**src/rtl/a2d_pkg.sv**
```systemverilog
// Shared constants for the pot-backed SPI A/D converter model.
package a2d_pkg;

  localparam int FRAME_BITS = 16;
  localparam int DATA_BITS  = 12;
  localparam int CH_BITS    = 3;
  localparam int CMD_CH_LSB = 11;
  localparam int CMD_CH_MSB = 13;

  localparam logic [CH_BITS-1:0] CH_B1  = 3'd0;
  localparam logic [CH_BITS-1:0] CH_LP  = 3'd1;
  localparam logic [CH_BITS-1:0] CH_B3  = 3'd2;
  localparam logic [CH_BITS-1:0] CH_HP  = 3'd3;
  localparam logic [CH_BITS-1:0] CH_B2  = 3'd4;
  localparam logic [CH_BITS-1:0] CH_VOL = 3'd7;

  localparam logic [4:0] CNT_FULL = 5'd16;

endpackage

```
**src/rtl/a2d_spi_slave.sv**
```systemverilog
// SPI mode-0 slave front end: pin synchronizers, edge detection, shifters
// and a saturating bit counter. Frame content is decided by the parent.
module a2d_spi_slave
  import a2d_pkg::*;
(
  input  logic                  clk,
  input  logic                  rst,
  input  logic                  ss_n_i,
  input  logic                  sclk_i,
  input  logic                  mosi_i,
  input  logic                  tx_load_i,
  input  logic [FRAME_BITS-1:0] tx_data_i,
  output logic                  miso_o,
  output logic                  frame_start_o,
  output logic                  frame_done_o,
  output logic [FRAME_BITS-1:0] rx_cmd_o
);

  logic [2:0]            ss_q;
  logic [2:0]            sclk_q;
  logic [2:0]            mosi_q;
  logic [FRAME_BITS-1:0] tx_q;
  logic [FRAME_BITS-1:0] rx_q;
  logic [4:0]            cnt_q;

  logic ss_fall, ss_rise, ss_low, sclk_rise, sclk_fall;

  assign ss_fall   = ss_q[2] & ~ss_q[1];
  assign ss_rise   = ~ss_q[2] & ss_q[1];
  assign ss_low    = ~ss_q[2];
  assign sclk_rise = ~sclk_q[2] & sclk_q[1];
  assign sclk_fall = sclk_q[2] & ~sclk_q[1];

  always_ff @(posedge clk) begin
    if (rst) begin
      ss_q   <= 3'b111;
      sclk_q <= 3'b000;
      mosi_q <= 3'b000;
      tx_q   <= '0;
      rx_q   <= '0;
      cnt_q  <= '0;
    end else begin
      ss_q   <= {ss_q[1:0], ss_n_i};
      sclk_q <= {sclk_q[1:0], sclk_i};
      mosi_q <= {mosi_q[1:0], mosi_i};

      if (tx_load_i) begin
        tx_q <= tx_data_i;
      end else if (ss_low && !ss_rise && sclk_fall && cnt_q != 5'd0) begin
        tx_q <= {tx_q[FRAME_BITS-2:0], 1'b0};
      end

      // A slave-select rise in the same clk as an SCLK edge wins; the edge is dropped.
      if (ss_fall) begin
        cnt_q <= '0;
      end else if (ss_low && !ss_rise && sclk_rise) begin
        rx_q <= {rx_q[FRAME_BITS-2:0], mosi_q[2]};
        if (cnt_q != CNT_FULL) cnt_q <= cnt_q + 5'd1;
      end
    end
  end

  assign miso_o        = tx_q[FRAME_BITS-1] & ~ss_q[2];
  assign frame_start_o = ss_fall;
  assign frame_done_o  = ss_rise & (cnt_q == CNT_FULL);
  assign rx_cmd_o      = rx_q;

endmodule

```
**src/rtl/a2d_with_pots.sv**
```systemverilog
// 8-channel 12-bit SPI A/D model fed by six slide pots; each frame returns
// the channel commanded by the previous complete frame.
module a2d_with_pots
  import a2d_pkg::*;
(
  input  logic                 clk,
  input  logic                 rst,
  input  logic                 SS_n,
  input  logic                 SCLK,
  input  logic                 MOSI,
  output logic                 MISO,
  input  logic [DATA_BITS-1:0] LP,
  input  logic [DATA_BITS-1:0] B1,
  input  logic [DATA_BITS-1:0] B2,
  input  logic [DATA_BITS-1:0] B3,
  input  logic [DATA_BITS-1:0] HP,
  input  logic [DATA_BITS-1:0] VOL
);

  logic                  frame_start;
  logic                  frame_done;
  logic [FRAME_BITS-1:0] rx_cmd;
  logic [FRAME_BITS-1:0] tx_data;
  logic [DATA_BITS-1:0]  pot_sel;
  logic [CH_BITS-1:0]    ch_prev_q;
  logic                  unused_cmd_bits;

  a2d_spi_slave u_spi (
    .clk           (clk),
    .rst           (rst),
    .ss_n_i        (SS_n),
    .sclk_i        (SCLK),
    .mosi_i        (MOSI),
    .tx_load_i     (frame_start),
    .tx_data_i     (tx_data),
    .miso_o        (MISO),
    .frame_start_o (frame_start),
    .frame_done_o  (frame_done),
    .rx_cmd_o      (rx_cmd)
  );

  // Aborted frames never raise frame_done, so the pipelined channel survives them.
  always_ff @(posedge clk) begin
    if (rst) begin
      ch_prev_q <= CH_B1;
    end else if (frame_done) begin
      ch_prev_q <= rx_cmd[CMD_CH_MSB:CMD_CH_LSB];
    end
  end

  always_comb begin
    pot_sel = '0;
    case (ch_prev_q)
      CH_B1:   pot_sel = B1;
      CH_LP:   pot_sel = LP;
      CH_B3:   pot_sel = B3;
      CH_HP:   pot_sel = HP;
      CH_B2:   pot_sel = B2;
      CH_VOL:  pot_sel = VOL;
      default: pot_sel = '0;
    endcase
  end

  assign tx_data = {{(FRAME_BITS-DATA_BITS){1'b0}}, pot_sel};

  assign unused_cmd_bits = ^{rx_cmd[FRAME_BITS-1:CMD_CH_MSB+1], rx_cmd[CMD_CH_LSB-1:0]};

endmodule

```
**config.mk**
```make
export PLATFORM = sky130hd
export DESIGN_NAME = a2d_with_pots
export DESIGN_NICKNAME = d
export VERILOG_FILES = /design/src/rtl/a2d_pkg.sv /design/src/rtl/a2d_spi_slave.sv /design/src/rtl/a2d_with_pots.sv
export SDC_FILE = /design/constraint.sdc
export NUM_CORES = 1
export LEC_CHECK = 0
export ABC_AREA = 1
export ABC_CLOCK_PERIOD_IN_PS = 1700
export CAP_MARGIN = 20
export CORE_MARGIN = 8
export CORE_UTILIZATION = 29
export DETAILED_ROUTE_END_ITERATION = 12
export DONT_BUFFER_PORTS = 1
export HOLD_SLACK_MARGIN = 0.1
export PLACE_DENSITY = 0.44
export SETUP_SLACK_MARGIN = 0.3
export SYNTH_ARGS = -nofsm -noshare
export SYNTH_HDL_FRONTEND = slang
export SYNTH_SLANG_ARGS = --single-unit
```
**constraint.sdc**
```tcl
create_clock -name clk -period 1.7 [get_ports clk]
set_clock_uncertainty 0.1 [all_clocks]
set_input_delay 0 -clock clk [delete_from_list [all_inputs] [get_ports clk]]
set_output_delay 0 -clock clk [all_outputs]
set_load 0.1 [all_outputs]
```
==> impl_results.md <==
- Crit start category: flip-flop
- Reg-to-reg setup timing slack: 0.28 ns
- Power density over the cells: 492.4 nW/µm²
- Vias/cell: 5.082
- Tmin final: 1.421 ns
- Yosys synthesis warning count: 0
- Largest cells by area after synthesis: dfxtp_1 35%, nand2_1 11%, nand3_1 9.7%, nor2_1 7.4%, o21ai_0 6.2%
- Setup Crit Path Kind: flip-flop to flip-flop
- GR met2 Demand/Resource: 0.2442
- Share of cells above drive strength 1: 0.2343
- # DRC: 0
- Cts bufs inserted: 5
- Dpl ws: 0.1259 ns
- Filler cells: 876
- Multi-input gate area: 1660 µm²
- Synth top cells by count: 79 x nand2_1, 54 x nor2_1, 53 x nand3_1
- Period utilisation layout: 0.8357
- Post-DRT Antenna Nets: 0
- Top FF cell, synth: dfxtp_1
- Seq/Total Area, Yosys: 0.3454
- Clk buf depth: 2
- Setup violators final: 0
- Die Span Y: 112.9 µm
- Vias: 3146
- First-pass GRT wire length: 14610 µm
- Final WL: 9527 µm
- Hpwl dp: 5385 µm
- Clk root buf: clkbuf_8
- Worst Path Max Fanout: 7
- Number of synthesized flops with an enable pin: 0
- Post-synth cell types: 30
- Relative slew slack: 0.6980
- Met1 usage: 0.1608
- Post-Syn Instances: 409
- Initial antenna violation count: 0
- Top-count cell post-synth: nand2_1
- Fmax achieved: 703.9 MHz
- CP arrival: 1.56 ns
- Grt ovf: 0
- Starting Density: 0.2962
- Unrepaired setup endpoints after global routing: yes
- Mapped cell area: 2724 µm²
- Slew at the pin closest to its max-slew limit: 0.4530 ns
- Clock Latency Late Sink: 0.30 ns
- Syn_area_per_cell: 6.660 µm²
- Ant. Diodes: 0
- Grt peak-use layer: met2
- CP required: 1.84 ns
- Overall Power: 2.113 mW
- Clock sinks: 47
- Maximum vdd drop: 0.0003821 V
- Largest net degree at the start of global routing: 30
- H-Tree Depth: 2
- Vias in the first global route: 3088
- Top Ports: 78
- # Max-Cap Violations: 0
- Leakage power: 1.895 nW
- Core ar.: 9196 µm²
- Fin. Hold Viols: 0
- Row count: 35
- CTS tree: yes
- GPL Wtd Cong: 0.8253
- Register area: 957.2 µm²
- CTS clk-pin slew, worst paths: 0.09 ns
- WL/cell: 15.39 µm
- DRT Pass-1 Iters: 5
- Met3 Use GR: 0.02556
- Die ar.: 12750 µm²
- GRT Total Usage: 0.1397
- Worst hold-check path type: input pin to flip-flop
- Critical Path Sink Type: flip-flop
- Post-synth top area cell: dfxtp_1
- Final net count: 586
- Post-synth ARST share: 0
- #FFs+latches synth: 47
- Fin. max-slew vios: 0
- DR iter-0 viols: 223
- Final worst slack: 0.2793 ns
- Die Width: 112.9 µm
- Post-synth net total: 488
- Port bufs: 0
- Status: completed
- Area delta synth->final: 57.51%
- Synth top area share: 0.3454
- Setup tns final: 0 ns
final timing paths:
check,to,start,cells past startpoint
max,u_spi.tx_q[8]$_SDFFE_PP0P_,ch_prev_q[0]$_SDFFE_PP0P_,9
min,u_spi.tx_q[0]$_SDFFE_PP0P_,rst,2
max reg2reg,u_spi.tx_q[8]$_SDFFE_PP0P_,ch_prev_q[0]$_SDFFE_PP0P_,9
min reg2reg,u_spi.sclk_q[1]$_SDFF_PP0_,u_spi.sclk_q[0]$_SDFF_PP0_,2
per-layer routing:
metal	vias to the layer above	part of all wire
met5	-	0
met1	1470	0.41
met3	17	0.053
met2	118	0.51
met4	0	0.021
li1	1541	-
layout by cell type (no fill, tap or decap), types with 3 or more instances in the layout:
master | Yosys | routed
a21oi_1 | 16 | 11
a21oi_2 | 3 | 8
buf_12 | 0 | 4
buf_4 | 7 | 16
buf_6 | 4 | 13
buf_8 | 0 | 3
clkbuf_16 | 0 | 4
clkbuf_8 | 0 | 5
dfxtp_1 | 47 | 40
dfxtp_2 | 0 | 4
dfxtp_4 | 0 | 3
dlygate4sd3_1 | 0 | 75
inv_1 | 35 | 31
inv_2 | 4 | 5
nand2_1 | 79 | 75
nand2_2 | 2 | 4
nand3_1 | 53 | 50
nand3_2 | 0 | 3
nand3b_1 | 10 | 10
nand4_1 | 21 | 21
nor2_1 | 54 | 34
nor2_2 | 2 | 15
nor2_4 | 2 | 11
o21ai_0 | 34 | 21
o21ai_1 | 3 | 14
power breakdown:
| group | internal, mW | switching (mW) | total [mW] | leakage (nW) |
|---|---|---|---|---|
| Combinational | 0.169 | 0.116 | 0.285 | 1.46 |
| Clock | 0.295 | 0.403 | 0.698 | 0.0485 |
| Sequential | 1.12 | 0.0108 | 1.13 | 0.384 |
state kept, by name (all words and copies together) (netlist names):
register	flops
u_spi.cnt_q	5
u_spi.ss_q	3
u_spi.rx_cmd_o	14
u_spi.tx_q	16
u_spi.mosi_q	3
ch_prev_q	3
u_spi.sclk_q	3
timing repair:
item / CTS / global route
setup buffers: 12 / 6
cloned: 2 / 7
pin swaps: 4 / 26
hold buffers: 76 / 0
setup endpoints to repair: 27 / 38
hold endpoints to repair: 47 / 0
gates resized for setup: 23 / 80
critical path, stage by stage, from the launching register on:
cell and delay, ns:
dfxtp_4 0.37, buf_12 0.15, nor2_4 0.10, buf_6 0.15, nand3_1 0.08, nand2_1 0.09
nor2_2 0.05, nand2_1 0.07, nand2_2 0.06, a21oi_2 0.14
metrics by stage:
| step | utilization | hold slack (ns) | cell area, µm² | instances |
|---|---|---|---|---|
| 2_1_floorplan | - | 0.003811 | 2726 | 409 |
| 3_3_place_gp | 0.3082 | -0.02788 | 2834 | 508 |
| 3_5_place_dp | 0.3082 | -0.02538 | 2834 | 508 |
| 4_1_cts | 0.4203 | 0.2094 | 3865 | 606 |
| 5_1_grt | 0.4665 | 0.1810 | 4290 | 619 |
| 6_report | 0.4665 | 0.1288 | 4290 | 619 |
logic make-up after synthesis:
| family | count (synthesis) | synth area share |
|---|---|---|
| buffers and inverters | 68 | 0.1213 |
| xor gates and xnor gates | 2 | 0.006432 |
| AOI/OAI and AO/OA | 56 | 0.1070 |
| and+or+nand+nor | 234 | 0.4107 |
| adders and majority gates | 2 | 0.009185 |
| DFF | 47 | 0.3454 |
layout make-up:
cell class | instances | area share
tap | 111 | 0.03237
timing repair buffer | 118 | 0.3001
multi-input combinational | 296 | 0.3870
inverter | 39 | 0.03616
clock buffer | 5 | 0.01604
clock inverter | 3 | 0.005249
sequential | 47 | 0.2231
Power figures use the tool's default switching activity.
